**config.mk**
```make
export PLATFORM = sky130hd
export DESIGN_NAME = wb_cam_fetch
export DESIGN_NICKNAME = d
export VERILOG_FILES = /design/src/rtl/cam_regs.sv /design/src/rtl/wb_single_xfer.sv /design/src/rtl/wb_cam_fetch.sv
export SDC_FILE = /design/constraint.sdc
export NUM_CORES = 1
export LEC_CHECK = 0
export CAP_MARGIN = 10
export CORE_ASPECT_RATIO = 1.1
export CORE_MARGIN = 5
export CORE_UTILIZATION = 35
export DETAILED_ROUTE_END_ITERATION = 8
export SLEW_MARGIN = 10
export SYNTH_ARGS = -nofsm -noshare
export SYNTH_HDL_FRONTEND = slang
export SYNTH_SLANG_ARGS = --single-unit
```
**constraint.sdc**
```tcl
create_clock -name clk -period 2.4 [get_ports clk]
set_input_delay 0.24 -clock clk [delete_from_list [all_inputs] [get_ports clk]]
set_output_delay 0.24 -clock clk [all_outputs]
set_load 0.01 [all_outputs]
```
**src/rtl/cam_regs.sv**
```systemverilog
// Shared camera-peripheral register map and fetch FSM state encodings.
package cam_regs;

  localparam logic [31:0] REG_CTRL   = 32'h0000_0000;
  localparam logic [31:0] REG_STATUS = 32'h0000_0004;
  localparam logic [31:0] REG_DATA   = 32'h0000_0008;

  localparam int AVAIL = 0;

  localparam logic [3:0] ST_IDLE      = 4'd0;
  localparam logic [3:0] ST_ARM       = 4'd1;
  localparam logic [3:0] ST_POLL_RD   = 4'd2;
  localparam logic [3:0] ST_POLL_WAIT = 4'd3;
  localparam logic [3:0] ST_DISARM    = 4'd4;
  localparam logic [3:0] ST_SET_ADDR  = 4'd5;
  localparam logic [3:0] ST_SETTLE    = 4'd6;
  localparam logic [3:0] ST_RD_PIX    = 4'd7;
  localparam logic [3:0] ST_PUSH      = 4'd8;
  localparam logic [3:0] ST_DONE      = 4'd9;

endpackage

```
**src/rtl/wb_single_xfer.sv**
```systemverilog
// Single Wishbone classic-cycle transfer engine. A held request launches one
// registered read or write; done pulses for one cycle after the ack, with the
// read data captured in rdata. A request is not relaunched during the done
// cycle, so strobes are always separated by idle cycles.
module wb_single_xfer (
  input  logic        clk,
  input  logic        reset,
  input  logic        req,
  input  logic        we,
  input  logic [31:0] adr,
  input  logic [31:0] wdata,
  output logic        done,
  output logic [31:0] rdata,
  output logic        wb_cyc_o,
  output logic        wb_stb_o,
  output logic        wb_we_o,
  output logic [31:0] wb_adr_o,
  output logic [3:0]  wb_sel_o,
  output logic [31:0] wb_dat_o,
  input  logic [31:0] wb_dat_i,
  input  logic        wb_ack_i
);

  // Launch on request, hold the bus until ack, then drop everything together.
  always_ff @(posedge clk) begin
    if (reset) begin
      wb_cyc_o <= 1'b0;
      wb_stb_o <= 1'b0;
      wb_we_o  <= 1'b0;
      wb_adr_o <= '0;
      wb_sel_o <= '0;
      wb_dat_o <= '0;
      done     <= 1'b0;
      rdata    <= '0;
    end else begin
      done <= 1'b0;
      if (wb_cyc_o) begin
        if (wb_ack_i) begin
          wb_cyc_o <= 1'b0;
          wb_stb_o <= 1'b0;
          wb_we_o  <= 1'b0;
          wb_adr_o <= '0;
          wb_sel_o <= '0;
          wb_dat_o <= '0;
          done     <= 1'b1;
          if (!wb_we_o) rdata <= wb_dat_i;
        end
      end else if (req && !done) begin
        wb_cyc_o <= 1'b1;
        wb_stb_o <= 1'b1;
        wb_we_o  <= we;
        wb_adr_o <= adr;
        wb_sel_o <= 4'hF;
        wb_dat_o <= wdata;
      end
    end
  end

endmodule

```
**src/rtl/wb_cam_fetch.sv**
```systemverilog
// Wishbone master that arms the camera peripheral, polls for a finished
// picture, disarms it, then streams every pixel out on a valid/ready port.
// Optional poll timeout: define WB_CAM_FETCH_TIMEOUT_EN to abort after
// MAX_POLLS unsuccessful STATUS reads and flag error; otherwise error is 0.
module wb_cam_fetch
  import cam_regs::*;
#(
  parameter logic [31:0] BASE_ADDR   = 32'h0000_0000,
  parameter int          NUM_PIX     = 19200,
  parameter int          ADDR_W      = 17,
  parameter int          PIX_W       = 12,
  parameter int          POLL_GAP    = 16,
  parameter int          ADDR_SETTLE = 2,
  parameter int          MAX_POLLS   = 65535
) (
  input  logic              clk,
  input  logic              reset,
  input  logic              start,
  output logic              busy,
  output logic              done,
  output logic              error,
  output logic              wb_cyc_o,
  output logic              wb_stb_o,
  output logic              wb_we_o,
  output logic [31:0]       wb_adr_o,
  output logic [3:0]        wb_sel_o,
  output logic [31:0]       wb_dat_o,
  input  logic [31:0]       wb_dat_i,
  input  logic              wb_ack_i,
  output logic              pix_valid,
  input  logic              pix_ready,
  output logic [PIX_W-1:0]  pix_data,
  output logic [ADDR_W-1:0] pix_addr,
  output logic              pix_last
);

  localparam logic [ADDR_W-1:0] LAST_IDX = ADDR_W'(NUM_PIX - 1);

  logic [3:0]        state;
  logic [ADDR_W-1:0] counter;
  logic [15:0]       wait_cnt;

  logic              xfer_req;
  logic              xfer_we;
  logic [31:0]       xfer_off;
  logic [31:0]       xfer_wdata;
  logic              xfer_done;
  logic [31:0]       xfer_rdata;

`ifdef WB_CAM_FETCH_TIMEOUT_EN
  localparam logic [15:0] POLL_LIMIT = 16'(MAX_POLLS);
  logic [15:0] poll_cnt;
  logic        timed_out;
  logic        error_r;
  assign error = error_r;
`else
  assign error = 1'b0;
`endif

  assign busy      = (state != ST_IDLE) && (state != ST_DONE);
  assign done      = (state == ST_DONE);
  assign pix_valid = (state == ST_PUSH);

  // Each bus state holds a request describing its register access.
  always_comb begin
    xfer_req   = 1'b0;
    xfer_we    = 1'b0;
    xfer_off   = '0;
    xfer_wdata = '0;
    case (state)
      ST_ARM: begin
        xfer_req   = 1'b1;
        xfer_we    = 1'b1;
        xfer_off   = REG_CTRL;
        xfer_wdata = 32'h1;
      end
      ST_POLL_RD: begin
        xfer_req = 1'b1;
        xfer_off = REG_STATUS;
      end
      ST_DISARM: begin
        xfer_req = 1'b1;
        xfer_we  = 1'b1;
        xfer_off = REG_CTRL;
      end
      ST_SET_ADDR: begin
        xfer_req   = 1'b1;
        xfer_we    = 1'b1;
        xfer_off   = REG_DATA;
        xfer_wdata = 32'(counter);
      end
      ST_RD_PIX: begin
        xfer_req = 1'b1;
        xfer_off = REG_DATA;
      end
      default: ;
    endcase
  end

  wb_single_xfer u_xfer (
    .clk      (clk),
    .reset    (reset),
    .req      (xfer_req),
    .we       (xfer_we),
    .adr      (BASE_ADDR + xfer_off),
    .wdata    (xfer_wdata),
    .done     (xfer_done),
    .rdata    (xfer_rdata),
    .wb_cyc_o (wb_cyc_o),
    .wb_stb_o (wb_stb_o),
    .wb_we_o  (wb_we_o),
    .wb_adr_o (wb_adr_o),
    .wb_sel_o (wb_sel_o),
    .wb_dat_o (wb_dat_o),
    .wb_dat_i (wb_dat_i),
    .wb_ack_i (wb_ack_i)
  );

  // Frame sequencer: arm, poll, disarm, then address/read/push every pixel.
  always_ff @(posedge clk) begin
    if (reset) begin
      state    <= ST_IDLE;
      counter  <= '0;
      wait_cnt <= '0;
      pix_data <= '0;
      pix_addr <= '0;
      pix_last <= 1'b0;
`ifdef WB_CAM_FETCH_TIMEOUT_EN
      poll_cnt  <= '0;
      timed_out <= 1'b0;
      error_r   <= 1'b0;
`endif
    end else begin
      case (state)
        ST_IDLE: begin
          if (start) begin
            state   <= ST_ARM;
            counter <= '0;
`ifdef WB_CAM_FETCH_TIMEOUT_EN
            poll_cnt  <= '0;
            timed_out <= 1'b0;
            error_r   <= 1'b0;
`endif
          end
        end
        ST_ARM: begin
          if (xfer_done) state <= ST_POLL_RD;
        end
        ST_POLL_RD: begin
          if (xfer_done) begin
            if (xfer_rdata[AVAIL]) begin
              state <= ST_DISARM;
            end else begin
              wait_cnt <= '0;
              state    <= ST_POLL_WAIT;
`ifdef WB_CAM_FETCH_TIMEOUT_EN
              poll_cnt <= poll_cnt + 16'd1;
              if (poll_cnt + 16'd1 == POLL_LIMIT) begin
                timed_out <= 1'b1;
                state     <= ST_DISARM;
              end
`endif
            end
          end
        end
        ST_POLL_WAIT: begin
          if (int'(wait_cnt) + 1 >= POLL_GAP) state <= ST_POLL_RD;
          else wait_cnt <= wait_cnt + 16'd1;
        end
        ST_DISARM: begin
          if (xfer_done) begin
            state <= ST_SET_ADDR;
`ifdef WB_CAM_FETCH_TIMEOUT_EN
            if (timed_out) begin
              state   <= ST_DONE;
              error_r <= 1'b1;
            end
`endif
          end
        end
        ST_SET_ADDR: begin
          if (xfer_done) begin
            wait_cnt <= '0;
            state    <= ST_SETTLE;
          end
        end
        ST_SETTLE: begin
          if (int'(wait_cnt) + 1 >= ADDR_SETTLE) state <= ST_RD_PIX;
          else wait_cnt <= wait_cnt + 16'd1;
        end
        ST_RD_PIX: begin
          if (xfer_done) begin
            pix_data <= xfer_rdata[PIX_W-1:0];
            pix_addr <= counter;
            pix_last <= (counter == LAST_IDX);
            state    <= ST_PUSH;
          end
        end
        ST_PUSH: begin
          if (pix_ready) begin
            if (pix_last) begin
              state <= ST_DONE;
            end else begin
              counter <= counter + ADDR_W'(1);
              state   <= ST_SET_ADDR;
            end
          end
        end
        ST_DONE: state <= ST_IDLE;
        default: state <= ST_IDLE;
      endcase
    end
  end

endmodule
```
==> metrics.md <==
| Metric | Value |
|---|---|
| Combinational power share | `0.200` |
| Sink Count | `102` |
| Prevailing post-synth register cell | `dfxtp_1` |
| Rel. slew slack | `0.537` |
| CTS tree | `built` |
| Share of cells above drive strength 1 | `0.0720` |
| Max Freq | `439 MHz` |
| Peak VDD IR | `0.000381 V` |
| Yosys cell types | `53` |
| Clock Latency Late Sink | `0.35 ns` |
| DP Cell Count | `between 700 and 800` |
| RSZ-0062 raised after global routing | `false` |
| Hold_ws | `0.295 ns` |
| Final WL | `11000 um` |
| Core Rows | `44` |
| Clk root buf | `clkbuf_16` |
| Clk pwr share | `0.363` |
| Most common cell after layout, fill and taps aside | `nand2_1` |
| Fillers | `about 1300` |
| Power Dens Cells | `roughly 760 mW/mm^2` |
| Period minus WS final | `roughly 2.3 ns` |
| Initial core utilization | `0.353` |
| CP endpoint kind | `flop` |
| Hold Vio Cnt, Final | `0` |
| Cell area after synthesis | `0.00463 mm^2` |
| Largest net degree at the start of global routing | `45` |
| Fin cells | `786` |
| Status | `completed` |
| Final RePlAce weighted congestion | `0.840` |
| Switching part of the total power | `0.291` |
| NumNets Final | `659` |
| Clock-pin slew on the worst setup and hold paths | `0.07 ns` |
| Seq/Total Area, Yosys | `0.441` |
| Routed len/inst | `14.0 um` |
| Buf/Inv on CP | `0` |
| Die width | `120 um` |
| Lkg Pwr | `2.03 nW` |
| Clk_skew | `0.00960 ns` |
| Synth-to-Final Area Change | `21.8%` |
| CTS Buffer Depth | `2` |
| First-pass GRT wire length | `around 17000 um` |
| Internal Dissipation | `3.03 mW` |
| #FFs+latches synth | `just over 100` |
| Die ar. | `0.0156 mm^2` |
| Vias in the first global route | `3611` |
| GRT Util Overall | `0.138` |
| Antenna violations before repair | `0` |
| Diode count | `0` |
| Avg Inst Size Synth | `8.27 um^2` |
| Crit path max-delay family | `simple AND/OR/NAND/NOR gates` |
| Htree depth | `3` |
| Core Region | `roughly 0.013 mm^2` |
| Worst setup path category | `reg2reg` |
| CP max FO | `12` |
| Setup_tns | `0 ns` |
| Num CTS Buffers | `9` |
| Slew @ Worst Pin | `about 0.69 ns` |
| # IOs | `roughly 140` |
| Setup violations, final | `0` |
| Worst hold path type | `in2reg` |
| Drt drc | `0` |
| Number of enable flip-flop cells after synthesis | `0` |
| Slowest-stage cell, CP | `dfxtp_1` |
| DPL Wire Length | `7760 um` |
| GR Overflow Total | `0` |
| Final slew viol count | `0` |
| CP Cell Sequence | `ha_1, nand4_1, o41ai_1, and4_4, nand3_2, and3_4, and2_1` |
| 1st-pass router iterations | `4` |
| Critical Path RT | `2.64 ns` |
| Fraction of registers with async set/reset | `0` |
| Post-route ant nets | `0` |
| PortBufs | `75` |
| Most frequent cells in the layout | `nand2_1, dfxtp_1, clkdlybuf4s50_1, a21oi_1, nor2_1` |
| Initial drt markers | `180` |
| Worst Setup Start Kind | `flop` |
| Final core utilization | `0.430` |
| Via Count | `3810` |
| Max incr delay on CP | `0.48 ns` |
| Sw Pwr | `between 1 and 1.5 mW` |
| Critical path arrival | `2.52 ns` |
| Sequential share of power | `0.437` |
| Die Span Y | `131 um` |
| Via/cell ratio | `4.85` |
| Max cap viols | `0` |
| Post-CTS setup buffer count | `0` |
| Yosys Warn Count | `0` |
| Cells after Synth | `between 500 and 600` |
| Final Cycle Share | `0.950` |
-- metal layers --
layer  vias to the layer above  share of wire  GRT usage
met5                         -              0          0
met4                         0          0.013     0.0512
met3                        12          0.062     0.0430
met2                        92           0.49      0.240
met1                      1788           0.43      0.161
li1                       1918              -          -
-- cell families (layout without fill, tap and decap cells) --
| family | after synthesis | after routing | synth area share |
|---|---|---|---|
| fa+ha+maj | 2 | 2 | 0.00540 |
| mux | 5 | 5 | 0.0108 |
| simple gates | 244 | 244 | 0.255 |
| buf+inv | 88 | 108 | 0.120 |
| other cells | 1 | 46 | 0.000810 |
| xor+xnor | 19 | 19 | 0.0359 |
| flops | 102 | 102 | 0.441 |
| compound gates | 99 | 99 | 0.132 |
-- final cells by class --
type / instances / area, um^2 / share of cell area
tap: 161 / 201 / 0.0357
timing repair buffer: 88 / 856 / 0.152
clock buffer: 10 / 229 / 0.0406
clock inverter: 6 / 86.3 / 0.0153
multi-input combinational: 415 / 2210 / 0.392
inverter: 4 / 15.0 / 0.00266
sequential: 102 / 2040 / 0.362
-- metrics by stage --
step	power [mW]	worst slack, ns	instance area [um^2]
2_1_floorplan	2.53	0.302	4800
3_3_place_gp	2.73	0.0560	5320
3_5_place_dp	2.75	0.0274	5320
4_1_cts	4.31	0.132	5630
5_1_grt	4.48	0.0135	5640
6_report	4.27	0.120	5640
-- worst paths after layout --
| check | depth (start not counted) | to | from | slack [ns] |
|---|---|---|---|---|
| worst max-delay path | 7 | wait_cnt[8] | wait_cnt[0] | 0.12 |
| worst min-delay path | 4 | state[0] | reset | 0.30 |
| worst max register to register | 7 | wait_cnt[8] | wait_cnt[0] | 0.12 |
| worst min register to register | 2 | pix_data[10] | u_xfer.rdata[10] | 0.45 |
-- flip-flops by register name, summed over array words and instances (netlist names) --
signal / count
u_xfer.done: 1
pix_last: 1
state: 4
wait_cnt: 16
u_xfer.wb_adr_o: 2
pix_data: 12
u_xfer.wb_dat_o: 17
u_xfer.rdata: 12
u_xfer.wb_sel_o: 1
pix_addr: 17
u_xfer.wb_we_o: 1
counter: 17
u_xfer.wb_cyc_o: 1
-- power by group through the flow --
stage	combinational (mW)	clock (mW)	sequential (mW)
after global routing	0.941	1.66	1.88
after global placement	0.832	0	1.90
after floorplan	0.660	0	1.87
after detailed placement	0.847	0	1.90
after CTS	0.848	1.60	1.86
final	0.856	1.55	1.87
-- cell usage after synthesis, drive strengths merged, types with 8 or more instances --
cell    number  area, um^2
nand3       18         100
dfxtp      102        2040
a21oi       52         264
a22oi       16         120
buf         58         443
clkbuf      26        97.6
and2        14        87.6
nor3        10        50.1
nor2        47         176
nor4         8        71.3
nand2      109         409
and3         8        60.1
xor2        12         105
-- worst min-delay path: stages --
cell and delay, ns:
buf_2 0.09, inv_1 0.11, nand2_1 0.09, mux2i_1 0.06
-- timing repair --
item	4_1_cts	5_1_grt
resized for setup	0	1
endpoints found under the setup margin	0	1
hold buffers	0	0
No activity file was read; power rests on OpenSTA's default activity.
